<file path="src/rtl/pixel_sensor_sequencer.sv">
// Frame sequencer for the pixel array: erase, expose, ADC ramp convert, then
// row/column-group readout over a valid/ready output bus.
`timescale 1ns/1ps
module pixel_sensor_sequencer #(
  parameter int unsigned PIXEL_ARRAY_HEIGHT = 12,
  parameter int unsigned PIXEL_ARRAY_WIDTH  = 24,
  parameter int unsigned PIXEL_BITS         = 8,
  parameter int unsigned OUTPUT_BUS_WIDTH   = 8,
  parameter int unsigned ERASE_CYCLES       = 5,
  localparam int unsigned GROUPS = PIXEL_ARRAY_WIDTH / OUTPUT_BUS_WIDTH,
  localparam int unsigned RW = (PIXEL_ARRAY_HEIGHT > 1) ? $clog2(PIXEL_ARRAY_HEIGHT) : 1,
  localparam int unsigned GW = (GROUPS > 1) ? $clog2(GROUPS) : 1
) (
  input  logic                  clk,
  input  logic                  reset,
  input  logic                  start,
  input  logic                  continuous,
  input  logic [15:0]           expose_cycles,
  input  logic                  out_ready,
  output logic                  erase,
  output logic                  expose,
  output logic                  convert,
  output logic [PIXEL_BITS-1:0] adc_count,
  output logic [RW-1:0]         row_sel,
  output logic [GW-1:0]         col_group,
  output logic                  out_valid,
  output logic                  first_beat,
  output logic                  last_beat,
  output logic                  busy
);

  // Phase counter is shared by erase, expose and convert; wide enough for both.
  localparam int unsigned CW        = (PIXEL_BITS + 1 > 16) ? PIXEL_BITS + 1 : 16;
  localparam int unsigned CONV_LAST = (32'd1 << PIXEL_BITS) - 32'd1;

  typedef enum logic [2:0] {
    S_IDLE,
    S_ERASE,
    S_EXPOSE,
    S_CONVERT,
    S_READ
  } state_t;

  state_t          state, state_d;
  logic [CW-1:0]   cnt, cnt_d;
  logic [15:0]     exp_q, exp_d;
  logic [15:0]     exp_lat;
  logic [RW-1:0]   row_d;
  logic [GW-1:0]   col_d;
  logic            xfer;
  logic            erase_d, expose_d, convert_d, valid_d, first_d, last_d, busy_d;
  logic [PIXEL_BITS-1:0] adc_d;

  always_ff @(posedge clk or posedge reset) begin
    if (reset) begin
      state      <= S_IDLE;
      cnt        <= '0;
      exp_q      <= '0;
      erase      <= 1'b0;
      expose     <= 1'b0;
      convert    <= 1'b0;
      adc_count  <= '0;
      row_sel    <= '0;
      col_group  <= '0;
      out_valid  <= 1'b0;
      first_beat <= 1'b0;
      last_beat  <= 1'b0;
      busy       <= 1'b0;
    end else begin
      state      <= state_d;
      cnt        <= cnt_d;
      exp_q      <= exp_d;
      erase      <= erase_d;
      expose     <= expose_d;
      convert    <= convert_d;
      adc_count  <= adc_d;
      row_sel    <= row_d;
      col_group  <= col_d;
      out_valid  <= valid_d;
      first_beat <= first_d;
      last_beat  <= last_d;
      busy       <= busy_d;
    end
  end

  always_comb begin
    state_d = state;
    cnt_d   = cnt;
    exp_d   = exp_q;
    row_d   = row_sel;
    col_d   = col_group;
    exp_lat = (expose_cycles == 16'd0) ? 16'd1 : expose_cycles;
    xfer    = out_valid && out_ready;

    case (state)
      S_IDLE: begin
        if (start) begin
          state_d = S_ERASE;
          cnt_d   = '0;
          exp_d   = exp_lat;
        end
      end
      S_ERASE: begin
        if (cnt == CW'(ERASE_CYCLES - 1)) begin
          state_d = S_EXPOSE;
          cnt_d   = '0;
        end else begin
          cnt_d = cnt + CW'(1);
        end
      end
      S_EXPOSE: begin
        if (cnt == CW'(exp_q - 16'd1)) begin
          state_d = S_CONVERT;
          cnt_d   = '0;
        end else begin
          cnt_d = cnt + CW'(1);
        end
      end
      S_CONVERT: begin
        if (cnt == CW'(CONV_LAST)) begin
          state_d = S_READ;
          cnt_d   = '0;
          row_d   = '0;
          col_d   = '0;
        end else begin
          cnt_d = cnt + CW'(1);
        end
      end
      S_READ: begin
        if (xfer) begin
          if (col_group == GW'(GROUPS - 1)) begin
            col_d = '0;
            if (row_sel == RW'(PIXEL_ARRAY_HEIGHT - 1)) begin
              // Final beat: chain straight into the next frame or go idle.
              row_d = '0;
              cnt_d = '0;
              if (continuous) begin
                state_d = S_ERASE;
                exp_d   = exp_lat;
              end else begin
                state_d = S_IDLE;
              end
            end else begin
              row_d = row_sel + RW'(1);
            end
          end else begin
            col_d = col_group + GW'(1);
          end
        end
      end
      default: begin
        state_d = S_IDLE;
        cnt_d   = '0;
        row_d   = '0;
        col_d   = '0;
      end
    endcase

    // Registered outputs are decoded from the next state so they line up with it.
    erase_d   = (state_d == S_ERASE);
    expose_d  = (state_d == S_EXPOSE);
    convert_d = (state_d == S_CONVERT);
    adc_d     = convert_d ? cnt_d[PIXEL_BITS-1:0] : '0;
    valid_d   = (state_d == S_READ);
    first_d   = valid_d && (row_d == '0) && (col_d == '0);
    last_d    = valid_d && (row_d == RW'(PIXEL_ARRAY_HEIGHT - 1)) && (col_d == GW'(GROUPS - 1));
    busy_d    = (state_d != S_IDLE);
  end

endmodule

</file>
<file path="config.mk">
export PLATFORM = sky130hd
export DESIGN_NAME = pixel_sensor_sequencer
export DESIGN_NICKNAME = d
export VERILOG_FILES = /design/src/rtl/pixel_sensor_sequencer.sv
export SDC_FILE = /design/constraint.sdc
export NUM_CORES = 1
export LEC_CHECK = 0
export BUFFER_PORTS_ARGS = -buffer_cell sky130_fd_sc_hd__buf_4
export CAP_MARGIN = 20
export CORE_UTILIZATION = 40
export DETAILED_ROUTE_END_ITERATION = 12
export SYNTH_ARGS = -nofsm -noshare
export SYNTH_HDL_FRONTEND = slang
export SYNTH_SLANG_ARGS = --single-unit
</file>
<file path="constraint.sdc">
create_clock -name clk -period 2.95 [get_ports clk]
set_input_delay 0.295 -clock clk [delete_from_list [all_inputs] [get_ports clk]]
set_output_delay 0.295 -clock clk [all_outputs]
set_load 0.03 [all_outputs]
</file>
==> flow_summary_export.csv <==
group,metric,value,unit
power_and_ir_drop,leakage,1.74,nW
timing,count_of_endpoints_failing_setup_in_the_final_report,3,
setup_path,cp_max_fo,4,
timing,setup-tns-final,-0.0193,ns
layout,final_layout_size_suffix_gt1_frac,0.318,
yosys,yosysMostFrequentCell,"sky130_fd_sc_hd__dfrtp_1",
yosys,synth_seq_area_share,0.428,
layout,num-fill-cells,764,
setup_path,timing.critical_path.required,3.17,ns
placement,place.detailed.hpwl,5790,um
power_and_ir_drop,power.ir.vdd_worst,0.000278,V
clock_tree,tritoncts_num_sinks,56,
yosys,warnings_synthesis,0,
timing,max_slew_margin,0.581,
setup_path,reg2reg_from,"exp_q[3]",
clock_tree,holdBufCountCts,0,
timing,slew_viol_final,0,
yosys,synth_top_flop_cell,"sky130_fd_sc_hd__dfrtp_1",
timing,worst-slew-pin-transition,0.620,ns
timing,timing.final.crit_share,1.00,
setup_path,slowest_delay,0.57,ns
setup_path,endpoint,"cnt[4]",
drt,routed_wire_length_per_instance,15.3,um
setup_path,critPathLaunchType,"register",
status,status,"complete, but fails checks",
floorplanning,dieWidth,92.5,um
timing,finClkSkew,0.0101,ns
setup_path,cp_slowest_cell,"sky130_fd_sc_hd__or4_4",
floorplanning,initial_utilization,0.419,
setup_path,timing.reg2reg.setup_slack,-0.008,ns
placement,placed_cells,497,
power_and_ir_drop,fin_total_pwr,3.39,mW
setup_path,setup.worst_path.class,"reg -> reg",
yosys,yosys.area.top_type,"sky130_fd_sc_hd__dfrtp_1",
clock_tree,clockRootBuffer,"sky130_fd_sc_hd__clkbuf_8",
layout,layout.area.seq,1400,um^2
clock_tree,cts_made_buffers,5,
status,violations,"negative setup slack",
layout,insertedDiodeCount,0,
global_route,vias_in_the_first_global_route,2670,
yosys,syn-num-nets,363,
layout,area_taken_by_multi_input_logic_gates,1830,um^2
timing,final.min_clock_period,2.96,ns
clock_tree,clk_buf_depth,2,
floorplanning,coreArea,7810,um^2
global_route,grt.total_usage,0.192,
placement,place_congestion,0.899,
power_and_ir_drop,power-per-cell-area,831,nW/um^2
drt,avgViaCountPerCell,5.50,
timing,fmaxAchievable,338,MHz
timing,postLayoutSetupSlackWorst,-0.00843,ns
placement,place_ws,0.0168,ns
clock_tree,clkTransAtPathRegs,0.11,ns
clock_tree,cts_max_level,2,
worst_hold_path,min_path_type,"in -> async",
drt,first_iter_violations,123,
drt,drc,0,
setup_path,worst_r2r_endpoint,"cnt[4]",
drt,drt-pass1-iter-count,4,
setup_path,worst_setup_path_end_kind,"register",
placement,numPortBuffers,41,
global_route,global_route_wire_length_before_repair,13200,um
drt,route.antenna.remaining_nets,0,
setup_path,crit_arrival,3.18,ns
yosys,synth_async_sr_flop_share,1.00,
floorplanning,die_h,92.5,um
timing,hold_violations,0,
clock_tree,cts_tree,"done",
setup_path,reg2reg_depth,9,
timing,rsz0062_at_grt,"true",
floorplanning,fp-row-count,32,
run,max_cap_violations,0,
timing,post_route_worst_hold_slack,0.0164,ns
clock_tree,worstSkewPairLatency,0.32,ns
yosys,post_synth.cell_area_avg,9.68,um^2
yosys,synth-edff-count,0,
global_route,antenna_violations_before_repair,0,
yosys,netlist_area,3270,um^2
yosys,netlist_instances,338,
floorplanning,top_level_ports,42,
yosys,synth_top_cell_area_share,0.428,
layout,final_net_count,430,
setup_path,crit_chain,"or4_4 > or2_4 > or4_1 > a31oi_1 > o2111ai_2 > nor4b_4 > buf_4 > a211oi_1 > a21o_1",
setup_path,startpoint,"exp_q[3]",
yosys,synth-seq-cells,56,
yosys,top_post_synthesis_cells_by_area,"sky130_fd_sc_hd__dfrtp_1 43%, sky130_fd_sc_hd__mux2_2 4.8%, sky130_fd_sc_hd__xnor2_1 4.8%",
global_route,overflow,0,
yosys,synth.top_cells.by_count,"56 x sky130_fd_sc_hd__dfrtp_1, 26 x sky130_fd_sc_hd__nand2_1, 21 x sky130_fd_sc_hd__nor2_1",
floorplanning,die_area,8550,um^2
drt,wirelength,7780,um
layout,final_cell_count_no_fill,508,
drt,detailroute.via_count,2793,
yosys,synth_cell_types,60,
layout,post_synthesis_to_final_layout_area_growth,24.7,%
global_route,grt_start_max_net_pins,32,
[cells by family (layout without fill, tap and decap cells)]
kind of cell               Yosys count  after routing  share of synthesized area
and+or+nand+nor                    132            133                      0.229
AOI/OAI and AO/OA                   78             78                      0.175
DFF                                 56             56                      0.428
buffers and inverters               30             97                     0.0401
xor gates and xnor gates            23             23                     0.0615
muxes                               15             15                     0.0512
adders and majority gates            4              4                     0.0153
[critical path, delay by kind of cell, from the launching register on]
kind / cells / cell delay, ns
AOI/OAI and AO/OA: 4 / 0.59
buffers and inverters: 1 / 0.20
DFF: 1 / 0.39
and+or+nand+nor: 4 / 1.68
[cell usage in the layout, fill, tap and decap left out, types with 10 or more instances in the layout]
cell type                 count
sky130_fd_sc_hd__buf_4       73
sky130_fd_sc_hd__dfrtp_1     56
sky130_fd_sc_hd__nand2_1     26
sky130_fd_sc_hd__nor2_1      21
sky130_fd_sc_hd__o21ai_0     18
sky130_fd_sc_hd__xnor2_1     18
sky130_fd_sc_hd__mux2_2      14
sky130_fd_sc_hd__inv_1       13
sky130_fd_sc_hd__a21oi_1     13
sky130_fd_sc_hd__nor3_1      10
[worst min-delay path by stage]
| stage | from | end | slack, ns | cells past startpoint |
|---|---|---|---|---|
| 5_1_grt | reset | adc_count[2] | 0.05 | 2 |
| 2_1_floorplan | expose_cycles[1] | exp_q[1] | 0.41 | 2 |
| 4_1_cts | reset | adc_count[4] | 0.03 | 2 |
| 3_3_place_gp | reset | adc_count[4] | 0.38 | 2 |
| 3_5_place_dp | reset | adc_count[4] | 0.38 | 2 |
| 6_report | reset | adc_count[4] | 0.02 | 2 |
[state kept, by name (all words and copies together) (netlist names)]
signal      count
first_beat      1
busy            1
row_sel         4
adc_count       8
cnt            16
col_group       2
state           3
erase           1
last_beat       1
convert         1
exp_q          16
out_valid       1
expose          1
[timing repair]
item / CTS / global route
endpoints found under the setup margin: 2 / 21
gates cloned: 0 / 1
buffers inserted: 0 / 2
resized for setup: 0 / 15
pin swaps: 0 / 12
[report_power, final]
group | switching [mW] | internal (mW)
logic | 0.887 | 0.799
clock network | 0.263 | 0.252
registers | 0.219 | 0.973
[through the flow]
| stage | utilization | area (um^2) |
|---|---|---|
| detailed placement | 0.496 | 3870 |
| finish | 0.523 | 4080 |
| global placement | 0.496 | 3870 |
| floorplan | - | 3270 |
| CTS | 0.510 | 3980 |
| global route | 0.523 | 4080 |
[metal layers]
| metal | global-route usage | share of wire | vias to the layer above |
|---|---|---|---|
| li1 | - | - | 1377 |
| met1 | 0.274 | 0.49 | 1359 |
| met2 | 0.298 | 0.46 | 46 |
| met3 | 0.0296 | 0.034 | 11 |
| met4 | 0.0599 | 0.015 | 0 |
| met5 | 0 | 0 | - |
[cell type report]
cell class	count	share of cell area
clock buffers	5	0.0169
well taps	102	0.0313
clock inverters	3	0.0104
repair buffers	73	0.134
multi-input cells	253	0.449
flip-flops and latches	56	0.343
inverters	16	0.0147
No activity file was read; power rests on OpenSTA's default activity.
